## src/rtl/btn_cmd_if.sv

```systemverilog
// Command channel between the button command stage and the 4-bit queue.
// The master issues single-cycle commands; the slave reports full/empty flags.
interface btn_cmd_if #(
    parameter int DW = 4
);
    logic          cmd_valid;
    logic          cmd_push;
    logic [DW-1:0] cmd_data;
    logic          full;
    logic          empty;

    modport master (
        output cmd_valid, cmd_push, cmd_data,
        input  full, empty
    );

    modport slave (
        input  cmd_valid, cmd_push, cmd_data,
        output full, empty
    );
endinterface

```

## src/rtl/btn_cmd_gen.sv

```systemverilog
// Debounced push-button to single-cycle queue command generator.
// Optional BTN_CMD_AUTO_REPEAT_EN re-issues commands while the button is held.
module btn_cmd_gen #(
    parameter int DB_CYCLES     = 16,
    parameter int REPEAT_CYCLES = 64,
    parameter int DW            = 4
) (
    input  logic          clk,
    input  logic          reset,
    input  logic          btn,
    input  logic          enable,
    input  logic          push_pop,
    input  logic [DW-1:0] data_in,
    btn_cmd_if.master     q,
    output logic          reject,
    output logic [3:0]    reject_cnt
);
    localparam int MAXC = (DB_CYCLES > REPEAT_CYCLES) ? DB_CYCLES : REPEAT_CYCLES;
    localparam int CW   = $clog2(MAXC + 1);
    localparam logic [CW-1:0] DB_LAST = CW'(DB_CYCLES - 1);

    typedef enum logic [1:0] {
        IDLE,
        DB_PRESS,
        HELD,
        DB_RELEASE
    } state_t;

    state_t        state, state_n;
    logic [CW-1:0] cnt, cnt_n;
    logic [1:0]    sync;
    logic          btn_s;
    logic          issue;
    logic          rpt_hit;
    logic          fire;
    logic          blocked;

    assign btn_s = sync[1];

    always_comb begin
        state_n = state;
        cnt_n   = cnt;
        issue   = 1'b0;
        unique case (state)
            IDLE: begin
                if (btn_s) begin
                    state_n = DB_PRESS;
                    cnt_n   = '0;
                end
            end
            DB_PRESS: begin
                if (!btn_s) begin
                    state_n = IDLE;
                end else if (cnt == DB_LAST) begin
                    issue   = 1'b1;
                    state_n = HELD;
                end else begin
                    cnt_n = cnt + 1'b1;
                end
            end
            HELD: begin
                if (!btn_s) begin
                    state_n = DB_RELEASE;
                    cnt_n   = '0;
                end
            end
            DB_RELEASE: begin
                if (btn_s) begin
                    state_n = HELD;
                end else if (cnt == DB_LAST) begin
                    state_n = IDLE;
                end else begin
                    cnt_n = cnt + 1'b1;
                end
            end
            default: state_n = IDLE;
        endcase
    end

`ifdef BTN_CMD_AUTO_REPEAT_EN
    localparam logic [CW-1:0] RP_LAST = CW'(REPEAT_CYCLES - 1);

    logic [CW-1:0] rpt, rpt_n;

    // Repeat timer restarts on every entry to HELD and freezes while releasing.
    always_comb begin
        rpt_n   = rpt;
        rpt_hit = 1'b0;
        if (state == HELD && btn_s) begin
            if (rpt == RP_LAST) begin
                rpt_hit = 1'b1;
                rpt_n   = '0;
            end else begin
                rpt_n = rpt + 1'b1;
            end
        end
        if (state_n == HELD && state != HELD) begin
            rpt_n = '0;
        end
    end

    always_ff @(posedge clk or negedge reset) begin
        if (!reset) begin
            rpt <= '0;
        end else begin
            rpt <= rpt_n;
        end
    end
`else
    assign rpt_hit = 1'b0;
`endif

    assign fire    = (issue | rpt_hit) & enable;
    assign blocked = push_pop ? q.full : q.empty;

    always_ff @(posedge clk or negedge reset) begin
        if (!reset) begin
            sync        <= '0;
            state       <= IDLE;
            cnt         <= '0;
            q.cmd_valid <= 1'b0;
            q.cmd_push  <= 1'b0;
            q.cmd_data  <= '0;
            reject      <= 1'b0;
            reject_cnt  <= '0;
        end else begin
            sync        <= {sync[0], btn};
            state       <= state_n;
            cnt         <= cnt_n;
            q.cmd_valid <= fire & ~blocked;
            reject      <= fire & blocked;
            if (fire && !blocked) begin
                q.cmd_push <= push_pop;
                if (push_pop) begin
                    q.cmd_data <= data_in;
                end
            end
            if (fire && blocked && reject_cnt != 4'd15) begin
                reject_cnt <= reject_cnt + 4'd1;
            end
        end
    end
endmodule

```

## src/flat_wrapper.sv

```systemverilog
// flat-port wrapper written by rule: the top's interface ports become plain ports
module btn_cmd_gen_flat 
#(
    parameter int DB_CYCLES     = 16,
    parameter int REPEAT_CYCLES = 64,
    parameter int DW            = 4
)
  (clk, reset, btn, enable, push_pop, data_in, reject, reject_cnt, q_cmd_valid, q_cmd_push, q_cmd_data, q_full, q_empty);
  btn_cmd_if #(.DW(DW)) q_i ();
  input  logic clk;
  input  logic reset;
  input  logic btn;
  input  logic enable;
  input  logic push_pop;
  input  logic [DW-1:0] data_in;
  output logic reject;
  output logic [3:0] reject_cnt;
  output wire logic [$bits(q_i.cmd_valid)-1:0] q_cmd_valid;
  output wire logic [$bits(q_i.cmd_push)-1:0] q_cmd_push;
  output wire logic [$bits(q_i.cmd_data)-1:0] q_cmd_data;
  input wire logic [$bits(q_i.full)-1:0] q_full;
  input wire logic [$bits(q_i.empty)-1:0] q_empty;
  assign q_cmd_valid = q_i.cmd_valid;
  assign q_cmd_push = q_i.cmd_push;
  assign q_cmd_data = q_i.cmd_data;
  assign q_i.full = q_full;
  assign q_i.empty = q_empty;
  btn_cmd_gen #(.DB_CYCLES(DB_CYCLES), .REPEAT_CYCLES(REPEAT_CYCLES), .DW(DW)) u_core (.clk(clk), .reset(reset), .btn(btn), .enable(enable), .push_pop(push_pop), .data_in(data_in), .q(q_i), .reject(reject), .reject_cnt(reject_cnt));
endmodule
```

## config.mk

```make
export PLATFORM = sky130hd
export DESIGN_NAME = btn_cmd_gen_flat
export DESIGN_NICKNAME = d
export VERILOG_FILES = /design/src/rtl/btn_cmd_if.sv /design/src/rtl/btn_cmd_gen.sv /design/src/flat_wrapper.sv
export SDC_FILE = /design/constraint.sdc
export NUM_CORES = 1
export LEC_CHECK = 0
export CAP_MARGIN = 20
export CELL_PAD_IN_SITES_DETAIL_PLACEMENT = 1
export CELL_PAD_IN_SITES_GLOBAL_PLACEMENT = 2
export CORE_MARGIN = 3
export CORE_UTILIZATION = 28
export DETAILED_ROUTE_END_ITERATION = 6
export HOLD_SLACK_MARGIN = 0.08
export PLACE_DENSITY = 0.76
export SYNTH_ARGS = -nofsm -noshare
export SYNTH_HDL_FRONTEND = slang
export SYNTH_SLANG_ARGS = --single-unit
export TNS_END_PERCENT = 1
```

## constraint.sdc

```tcl
create_clock -name clk -period 2.4 [get_ports clk]
set_clock_uncertainty 0.2 [all_clocks]
set_input_delay 0.48 -clock clk [delete_from_list [all_inputs] [get_ports clk]]
set_output_delay 0.48 -clock clk [all_outputs]
set_load 0.005 [all_outputs]
```

==> metrics.txt, run 1 <==
max-slew violations 0; Worst slew margin 0.7200; total power a little over 700 uW; Slew @ Worst Pin 416.1 ps; clock slew at reported path FFs 130 ps; Max clock buf depth 2; Static Leak 0.0006454 uW; grt total ovfl 0; dpl hpwl 1.803 mm; core box area 3390 um^2; Starting Density 0.2961; post-synthesis cell count 84; RSZ-0062 raised after global routing no; nets between 100 and 150; Final Hold Fails 0; CP Capture Type flip-flop; Tot GR Track Use 0.1222; Placed Cells roughly 160; sequential area share after synthesis 0.5486; IO buf count 21; Routed Antenna Nets 0; non-filler cells, final 165; syn nets 97; drt via density between 4 and 5; CP startpoint kind flip-flop; period utilisation layout 0.9716; routed wire length approximately 2.3 mm; Syn Area/Cell 11.95 um^2; Setup Buffers After CTS 0; share of post-route cells with drive strength above 1 0.2185; PostCTS Resize Cnt 1; DRC 0; Area Growth Syn to Fin 37.66%; Syn Std Cell Area about 1000 um^2; Synth Flop Type dfrtp_1; Die Wd between 60 and 70 um; min cycle time layout 2332 ps; fin area 1381 um^2; drt first-iter violations 19; YS warnings 0; Max Cap Viol 0; CTS root buffer clkbuf_4; worst hold slack 163.2 ps; post-place setup slack -171.9 ps; fmax around 0.43 GHz; row count 21; CP Data Arrival Time around 2300 ps; GPL Wtd Cong 0.7005; status finished, final reports clean; first-pass GRT wire length 4.008 mm; CTS Sinks 22; CTS tree yes; final setup vio count 0; number of diodes 0; H-tree Lvls 1; PD cells 509.3 nW/um^2; CTS hold repair buffers 0; most frequent cells in the layout dfrtp_1 (22), clkdlybuf4s50_1 (21), buf_4 (11); commonest non-fill, non-tap cell in the layout dfrtp_1; EDFF count, synth 0; Die H approximately 66 um; hold crit path type flip-flop to flip-flop; num ports 22; number of global-route vias before repair 823; Area after DPL ~1300 um^2; worst vdd ir 0.1748 mV; Pre-antenna DRT Iters 2; die area 4338 um^2; average wire per standard cell 13.81 um; Worst Path Max Fanout 3; #FFs+latches synth 22; asr flop ratio synth 1.000; initial antenna violation count 0; setup ws final 68.11 ps; Critical Path RT 2410 ps; Worst-Skew Late Latency 310 ps; Crit Path Category flip-flop to flip-flop; largest net degree at the start of global routing 23; post-synthesis cell type count 31; number of CTS-inserted buffers 3; Vias between 700 and 800
where the power goes:
| group | switching, uW | leakage, uW | total [uW] | internal [uW] |
|---|---|---|---|---|
| Clock | 114 | 0.0000210 | 207 | 92.6 |
| Combinational | 40.2 | 0.000327 | 87.6 | 47.4 |
| Sequential | 18.7 | 0.000297 | 409 | 390 |
| Total | 173 | 0.000645 | 704 | 530 |
per-layer routing:
metal	GRT usage	share of wire
met1	0.1638	0.46
met2	0.1877	0.47
met3	0.02551	0.048
met4	0.05440	0.013
met5	0	0
critical path, stage by stage (launching register included):
cell and delay (ps):
dfrtp_1 400, or4b_4 540, or3_4 340, buf_4 150
a311o_1 320, mux2_2 290
cell usage after synthesis, types with 2 or more instances:
master   number  area (um^2)
dfrtp_1      22        550.5
nand2_1       7        26.28
inv_1         5        18.77
o21ai_0       5        25.02
mux2_2        4        45.04
mux2_4        4        60.06
nor2_1        4        15.01
a21oi_1       3        15.01
mux2i_1       3        30.03
nand3_1       3        15.01
ha_1          2        25.02
nor4_1        2        12.51
xnor2_1       2        17.52
cells by family after synthesis:
| group | share of synthesized area |
|---|---|
| AND/OR/NAND/NOR | 0.1509 |
| flip-flops | 0.5486 |
| AO/OA/AOI/OAI | 0.08479 |
| multiplexers | 0.1347 |
| buffers and inverters | 0.02993 |
| XOR/XNOR | 0.02619 |
| adder cells (fa/ha/maj) | 0.02493 |
sequential cells by signal, summed over array words and instances (netlist names), named ones only:
signal and flops:
u_core.reject_cnt 4, u_core.reject 1, u_core.state 1, u_core.sync 2, u_core.q.cmd_push 1, u_core.q.cmd_valid 1, u_core.cnt 7, u_core.q.cmd_data 4
worst paths after layout:
| kind | startpoint | end | slack (ps) | cells past startpoint |
|---|---|---|---|---|
| worst min-delay path | u_core.sync[0] | u_core.sync[1] | 160 | 0 |
| worst max-delay path | u_core.cnt[5] | u_core.reject_cnt[1] | 70 | 5 |
| min in group asynchronous | reset | u_core.q.cmd_valid | 300 | 2 |
| max in group asynchronous | reset | u_core.cnt[5] | 1470 | 2 |
| worst min register to register | u_core.sync[0] | u_core.sync[1] | 160 | 0 |
| worst max register to register | u_core.cnt[5] | u_core.reject_cnt[1] | 70 | 5 |
per-stage QoR:
step                      utilization  TNS (ps)
after global routing           0.4075         0
final                          0.4075         0
after detailed placement       0.3961    -778.8
after floorplan                     -         0
after global placement         0.3961    -671.5
after CTS                      0.4075         0
final cells by class:
type	count	area (um^2)
multi-input combinational	56	425.4
fill	375	2008
inverter	5	18.77
timing repair buffer	32	292.8
clock buffer	4	36.28
sequential	22	550.5
tap	46	57.56
Power figures use the tool's default switching activity.
==> inputs of run 2 (changes only) <==
--- a/config.mk
+++ b/config.mk
@@ -6,13 +6,11 @@
 export NUM_CORES = 1
 export LEC_CHECK = 0
 export CAP_MARGIN = 20
-export CELL_PAD_IN_SITES_DETAIL_PLACEMENT = 1
-export CELL_PAD_IN_SITES_GLOBAL_PLACEMENT = 2
 export CORE_MARGIN = 3
-export CORE_UTILIZATION = 28
+export CORE_UTILIZATION = 44
 export DETAILED_ROUTE_END_ITERATION = 6
 export HOLD_SLACK_MARGIN = 0.08
-export PLACE_DENSITY = 0.76
+export PLACE_DENSITY = 0.78
 export SYNTH_ARGS = -nofsm -noshare
 export SYNTH_HDL_FRONTEND = slang
 export SYNTH_SLANG_ARGS = --single-unit
==> run 2 against run 1 <==
  * Sequential power about the same
  * Power up 9.1%
  * Worst setup slack better by 5.1 ps
  * Worst hold slack better by 7.6 ps
  * Maximum frequency up 0.22%
  * Final area down 1.1%
  * Largest power group unchanged
  * First-iteration DRC count unchanged
  * Die area down 33%
  * Via count down 3.5%
  * Clock power up 32%
  * Count of clock-buffer cells in the layout down 1
==> metrics.txt, run 2 (synthesis results as in run 1) <==
core box area 2062 um^2; Crit Path Category flip-flop to flip-flop; commonest non-fill, non-tap cell in the layout dfrtp_1; DRC 0; fmax between 0.4 and 0.5 GHz; Max clock buf depth 2; die area 2890 um^2; GRT busiest layer met2; nets 132; drt via density 5.207; CP Data Arrival Time 2320 ps; Worst Path Max Fanout 5; Routed Antenna Nets 0; max reg flops 7; status finished, final reports clean; drt first-iter violations 19; routed wire length 1.925 mm; hold_sp u_core.sync[0]; PD cells between 500 and 600 nW/um^2; GPL Wtd Cong around 0.79; most flop-heavy register u_core.cnt; met2 Use GR 0.2742; Worst-Skew Late Latency 300 ps; Min-Delay Path Depth 0; Setup Buffers After CTS 0; setup ws final between 70 and 80 ps; post-place setup slack -173.8 ps; period utilisation layout 0.9695; Critical Path RT around 2400 ps; Starting Density 0.4867; largest net degree at the start of global routing 23; CTS tree yes; Layout fillers ~160; max-slew violations 0; Vias roughly 760; Reg2Reg Depth 4; Max Cap Viol 0; most frequent cells in the layout dfrtp_1 (22), clkdlybuf4s50_1 (21), buf_4 (10); initial antenna violation count 0; clock slew at reported path FFs 120 ps; CP Buf/Inv Count 0; num ports 22; M1 GR Usage 0.1880; Largest stage delay, worst path 540 ps; Worst R2R Setup Slack 70 ps; number of diodes 0; CTS root buffer clkbuf_4; hold crit path type flip-flop to flip-flop; largest registers u_core.cnt (7), u_core.q.cmd_data (4), u_core.reject_cnt (4); number of CTS-inserted buffers 3; IO buf count 21; share of post-route cells with drive strength above 1 0.2119; Worst slew margin 0.7692; first-pass GRT wire length 3.263 mm; Slew @ Worst Pin 343.1 ps; Hold Path End u_core.sync[1]; min cycle time layout roughly 2300 ps; row count 16; Die H between 50 and 60 um; final setup vio count 0; crit path max-delay cell type or4b_4; CTS Sinks 22; H-tree Lvls 1; worst vdd ir 0.4223 mV; FF-to-FF Start u_core.cnt[5]; CP Capture Type flip-flop; number of global-route vias before repair between 700 and 800; post-layout util 0.6626; met3 usage in global routing 0.03878; Area Growth Syn to Fin 36.16%; RSZ-0062 raised after global routing no; Static Leak approximately 0.00065 uW; Tot GR Track Use 0.1609; grt total ovfl 0; CP delay by family, top simple AND/OR/NAND/NOR gates; Pre-antenna DRT Iters 4; CP startpoint kind flip-flop; Final Hold Fails 0; Worst R2R End u_core.q.cmd_data[0]; average wire per standard cell roughly 13 um; Die Wd 53.76 um; critical-path cell list or4b_4, or3_4, or3b_4, mux2_4
-- run 2: worst reg2reg max path, stage by stage (launching register included) --
cell and delay (ps):
dfrtp_1 400, or4b_4 540, or3_4 340, or3b_4 430, mux2_4 310
-- run 2: what timing repair did --
action | in CTS | in global routing
setup endpoints to repair | 3 | 0
hold buffers | 0 | 0
gates resized for setup | 1 | 0
-- run 2: how the worst max path moves through the flow --
| stage | depth (start not counted) | end | slack [ps] | start |
|---|---|---|---|---|
| floorplan | 5 | u_core.q.cmd_data[0] | 10 | u_core.cnt[5] |
| global route | 4 | u_core.q.cmd_data[0] | 30 | u_core.cnt[5] |
| finish | 4 | u_core.q.cmd_data[0] | 70 | u_core.cnt[5] |
| global placement | 5 | u_core.q.cmd_data[3] | -140 | enable |
| CTS | 4 | u_core.q.cmd_data[0] | 70 | u_core.cnt[5] |
| detailed placement | 5 | u_core.q.cmd_data[3] | -170 | enable |
-- run 2: area by class of cell --
cell class / instances / area [um^2] / area share
clock buffers: 3 / 22.52 / 0.01648
repair buffers: 31 / 285.3 / 0.2088
well taps: 27 / 33.78 / 0.02473
flip-flops and latches: 22 / 550.5 / 0.4029
clock inverters: 1 / 30.03 / 0.02198
inverters: 5 / 18.77 / 0.01374
multi-input cells: 56 / 425.4 / 0.3114
-- run 2: power breakdown --
part           switching (uW)  total (uW)  internal (uW)
clock network             105         274            169
registers                19.1         409            390
logic                    38.5        84.0           45.6
-- run 2: metal layers --
metal | routed length (um) | up-vias | part of all wire
met5 | 0 | - | 0
li1 | - | 370 | -
met1 | 875 | 364 | 0.45
met3 | 108 | 2 | 0.056
met4 | 20 | 0 | 0.010
met2 | 920 | 19 | 0.48
-- run 2: through the flow --
stage	hold WS, ps	setup TNS (ps)	total power [uW]	std cells	instance area [um^2]
4_1_cts	172.3	0	775.9	145	1366
3_5_place_dp	141.8	-773.9	501.1	141	1311
3_3_place_gp	139.0	-623.7	496.2	141	1311
6_report	170.8	0	767.5	145	1366
2_1_floorplan	-15.59	0	455.9	84	1003
5_1_grt	186.9	0	814.1	145	1366
==> inputs of run 3 (changes only) <==
--- a/config.mk
+++ b/config.mk
@@ -7,10 +7,11 @@
 export LEC_CHECK = 0
 export CAP_MARGIN = 20
 export CORE_MARGIN = 3
-export CORE_UTILIZATION = 44
+export CORE_UTILIZATION = 46
+export CTS_BUF_LIST = sky130_fd_sc_hd__clkbuf_8
 export DETAILED_ROUTE_END_ITERATION = 6
 export HOLD_SLACK_MARGIN = 0.08
-export PLACE_DENSITY = 0.78
+export PLACE_DENSITY = 0.81
 export SYNTH_ARGS = -nofsm -noshare
 export SYNTH_HDL_FRONTEND = slang
 export SYNTH_SLANG_ARGS = --single-unit
==> run 3 against run 2 <==
  * Power decreased by 1.5%
  * Critical path type unchanged
  * Utilization increased by 2.2 points
  * Sequential share of layout area decreased by 0.51 points
  * Worst hold slack got worse by 17 ps
  * Final cell count increased by 1.4%
==> metrics.txt, run 3 (synthesis results as in run 1) <==
Static Leak 0.0006582 uW; min cycle time layout 2358 ps; Worst R2R Setup Slack 40 ps; hold crit path type flip-flop to flip-flop; Crit Path Category flip-flop to flip-flop; Critical Path RT 2340 ps; commonest non-fill, non-tap cell in the layout dfrtp_1; CP Data Arrival Time around 2300 ps; Area Growth Syn to Fin 37.91%; CP delay by family, top simple AND/OR/NAND/NOR gates; die area around 2800 um^2; H-tree Lvls 1; post-layout util 0.6844; average wire per standard cell 12.76 um; Worst R2R End u_core.q.cmd_data[0]; Die H 52.71 um; number of diodes 0; GPL Wtd Cong 0.7147; Die Wd 52.71 um; Worst slew margin 0.7431; nets 134; CTS root buffer clkbuf_8; M1 GR Usage 0.1906; final setup vio count 0; core box area ~2000 um^2; non-filler cells, final between 100 and 150; dpl hpwl roughly 1.4 mm; share of post-route cells with drive strength above 1 0.2250; most flop-heavy register u_core.cnt; met3 usage in global routing 0.03134; Final Hold Fails 0; PD cells 546.1 nW/um^2; initial antenna violation count 0; FF-to-FF Start u_core.cnt[4]; largest registers u_core.cnt (7), u_core.q.cmd_data (4), u_core.reject_cnt (4); GRT busiest layer met2; Max clock buf depth 2; largest net degree at the start of global routing 23; Starting Density 0.4963; CP Buf/Inv Count 0; worst vdd ir 0.3779 mV; most frequent cells in the layout dfrtp_1 (22), clkdlybuf4s50_1 (21), buf_4 (12); fmax 0.4241 GHz; RSZ-0062 raised after global routing no; CTS tree yes; row count 16; drt via density slightly above 5; period utilisation layout 0.9824; number of CTS-inserted buffers 3; Placed Cells around 140; Largest stage delay, worst path between 500 and 600 ps; crit path max-delay cell type or4b_4; Worst-Skew Late Latency 260 ps; Max Cap Viol 0; met2 Use GR 0.2521; first-pass GRT wire length 3.118 mm; Routed Antenna Nets 0; grt total ovfl 0; critical-path cell list or4b_4, or3_4, or3b_4, mux2_4; Layout fillers 154; max reg flops 7; Reg2Reg Depth 4; Worst Path Max Fanout 5; CP startpoint kind flip-flop; Hold Path End u_core.sync[1]; number of global-route vias before repair 718; DRC 0; hold_sp u_core.sync[0]; Vias 756; num ports 22; Min-Delay Path Depth 0; IO buf count 21; drt first-iter violations 14; Tot GR Track Use 0.1563; CTS Sinks 22; CP Capture Type flip-flop; max-slew violations 0; Pre-antenna DRT Iters 4; clock slew at reported path FFs roughly 80 ps; routed wire length 1.875 mm; Slew @ Worst Pin 381.8 ps; status finished, final reports clean
run 3: cell types whose count changed in the layout (fill, tap and decap cells not counted), sizes merged:
| cell | change |
|---|---|
| bufinv | -1 |
| buf | +2 |
| clkbuf | +1 |
run 3: repair_timing:
item                       in CTS  in global routing
setup buffers                   0                  2
setup endpoints to repair       4                  5
pin swaps                       0                  2
gates resized for setup         1                  0
hold buffers                    0                  0
run 3: layout make-up:
class | instances | area (um^2) | area share
Timing Repair Buffer | 33 | 300.3 | 0.2170
Multi-Input combinational cell | 56 | 425.4 | 0.3074
Sequential cell | 22 | 550.5 | 0.3978
Tap cell | 27 | 33.78 | 0.02441
Inverter | 5 | 18.77 | 0.01356
Clock buffer | 4 | 55.05 | 0.03978
run 3: worst max-delay path by stage:
| stage | startpoint | endpoint | cells after the start |
|---|---|---|---|
| 2_1_floorplan | u_core.cnt[5] | u_core.q.cmd_data[0] | 5 |
| 3_3_place_gp | enable | u_core.q.cmd_data[2] | 5 |
| 3_5_place_dp | enable | u_core.q.cmd_data[0] | 5 |
| 4_1_cts | u_core.cnt[5] | u_core.q.cmd_data[0] | 4 |
| 5_1_grt | u_core.cnt[4] | u_core.q.cmd_data[0] | 4 |
| 6_report | u_core.cnt[4] | u_core.q.cmd_data[0] | 4 |
run 3: per-layer routing:
| layer | share of wire | up-vias |
|---|---|---|
| met5 | 0 | - |
| met4 | 0.021 | 0 |
| met3 | 0.050 | 4 |
| met2 | 0.45 | 26 |
| met1 | 0.48 | 354 |
| li1 | - | 372 |
run 3: power by group:
| part | internal [uW] | switching (uW) | leakage [uW] | total (uW) |
|---|---|---|---|---|
| registers | 390 | 18.0 | 0.000297 | 408 |
| logic | 46.8 | 39.2 | 0.000332 | 86.0 |
| clock network | 146 | 115 | 0.0000288 | 261 |
run 3: worst register-to-register path: cells and delay by family, from the launching register on:
kind | cells | cell delay, ps
DFF | 1 | 380
muxes | 1 | 320
and+or+nand+nor | 3 | 1340
run 3: through the flow:
| step | hold WS (ps) | setup TNS (ps) | power (uW) | instance area, um^2 | worst slack [ps] |
|---|---|---|---|---|---|
| finish | 153.9 | 0 | 755.7 | 1384 | 42.21 |
| global route | 172.8 | 0 | 794.8 | 1384 | 3.155 |
| CTS | 157.1 | 0 | 761.4 | 1369 | 14.95 |
| detailed placement | 138.1 | -830.1 | 501.5 | 1311 | -194.6 |
| global placement | 135.9 | -624.8 | 497.8 | 1311 | -142.6 |
| floorplan | -15.59 | 0 | 455.9 | 1003 | 14.12 |
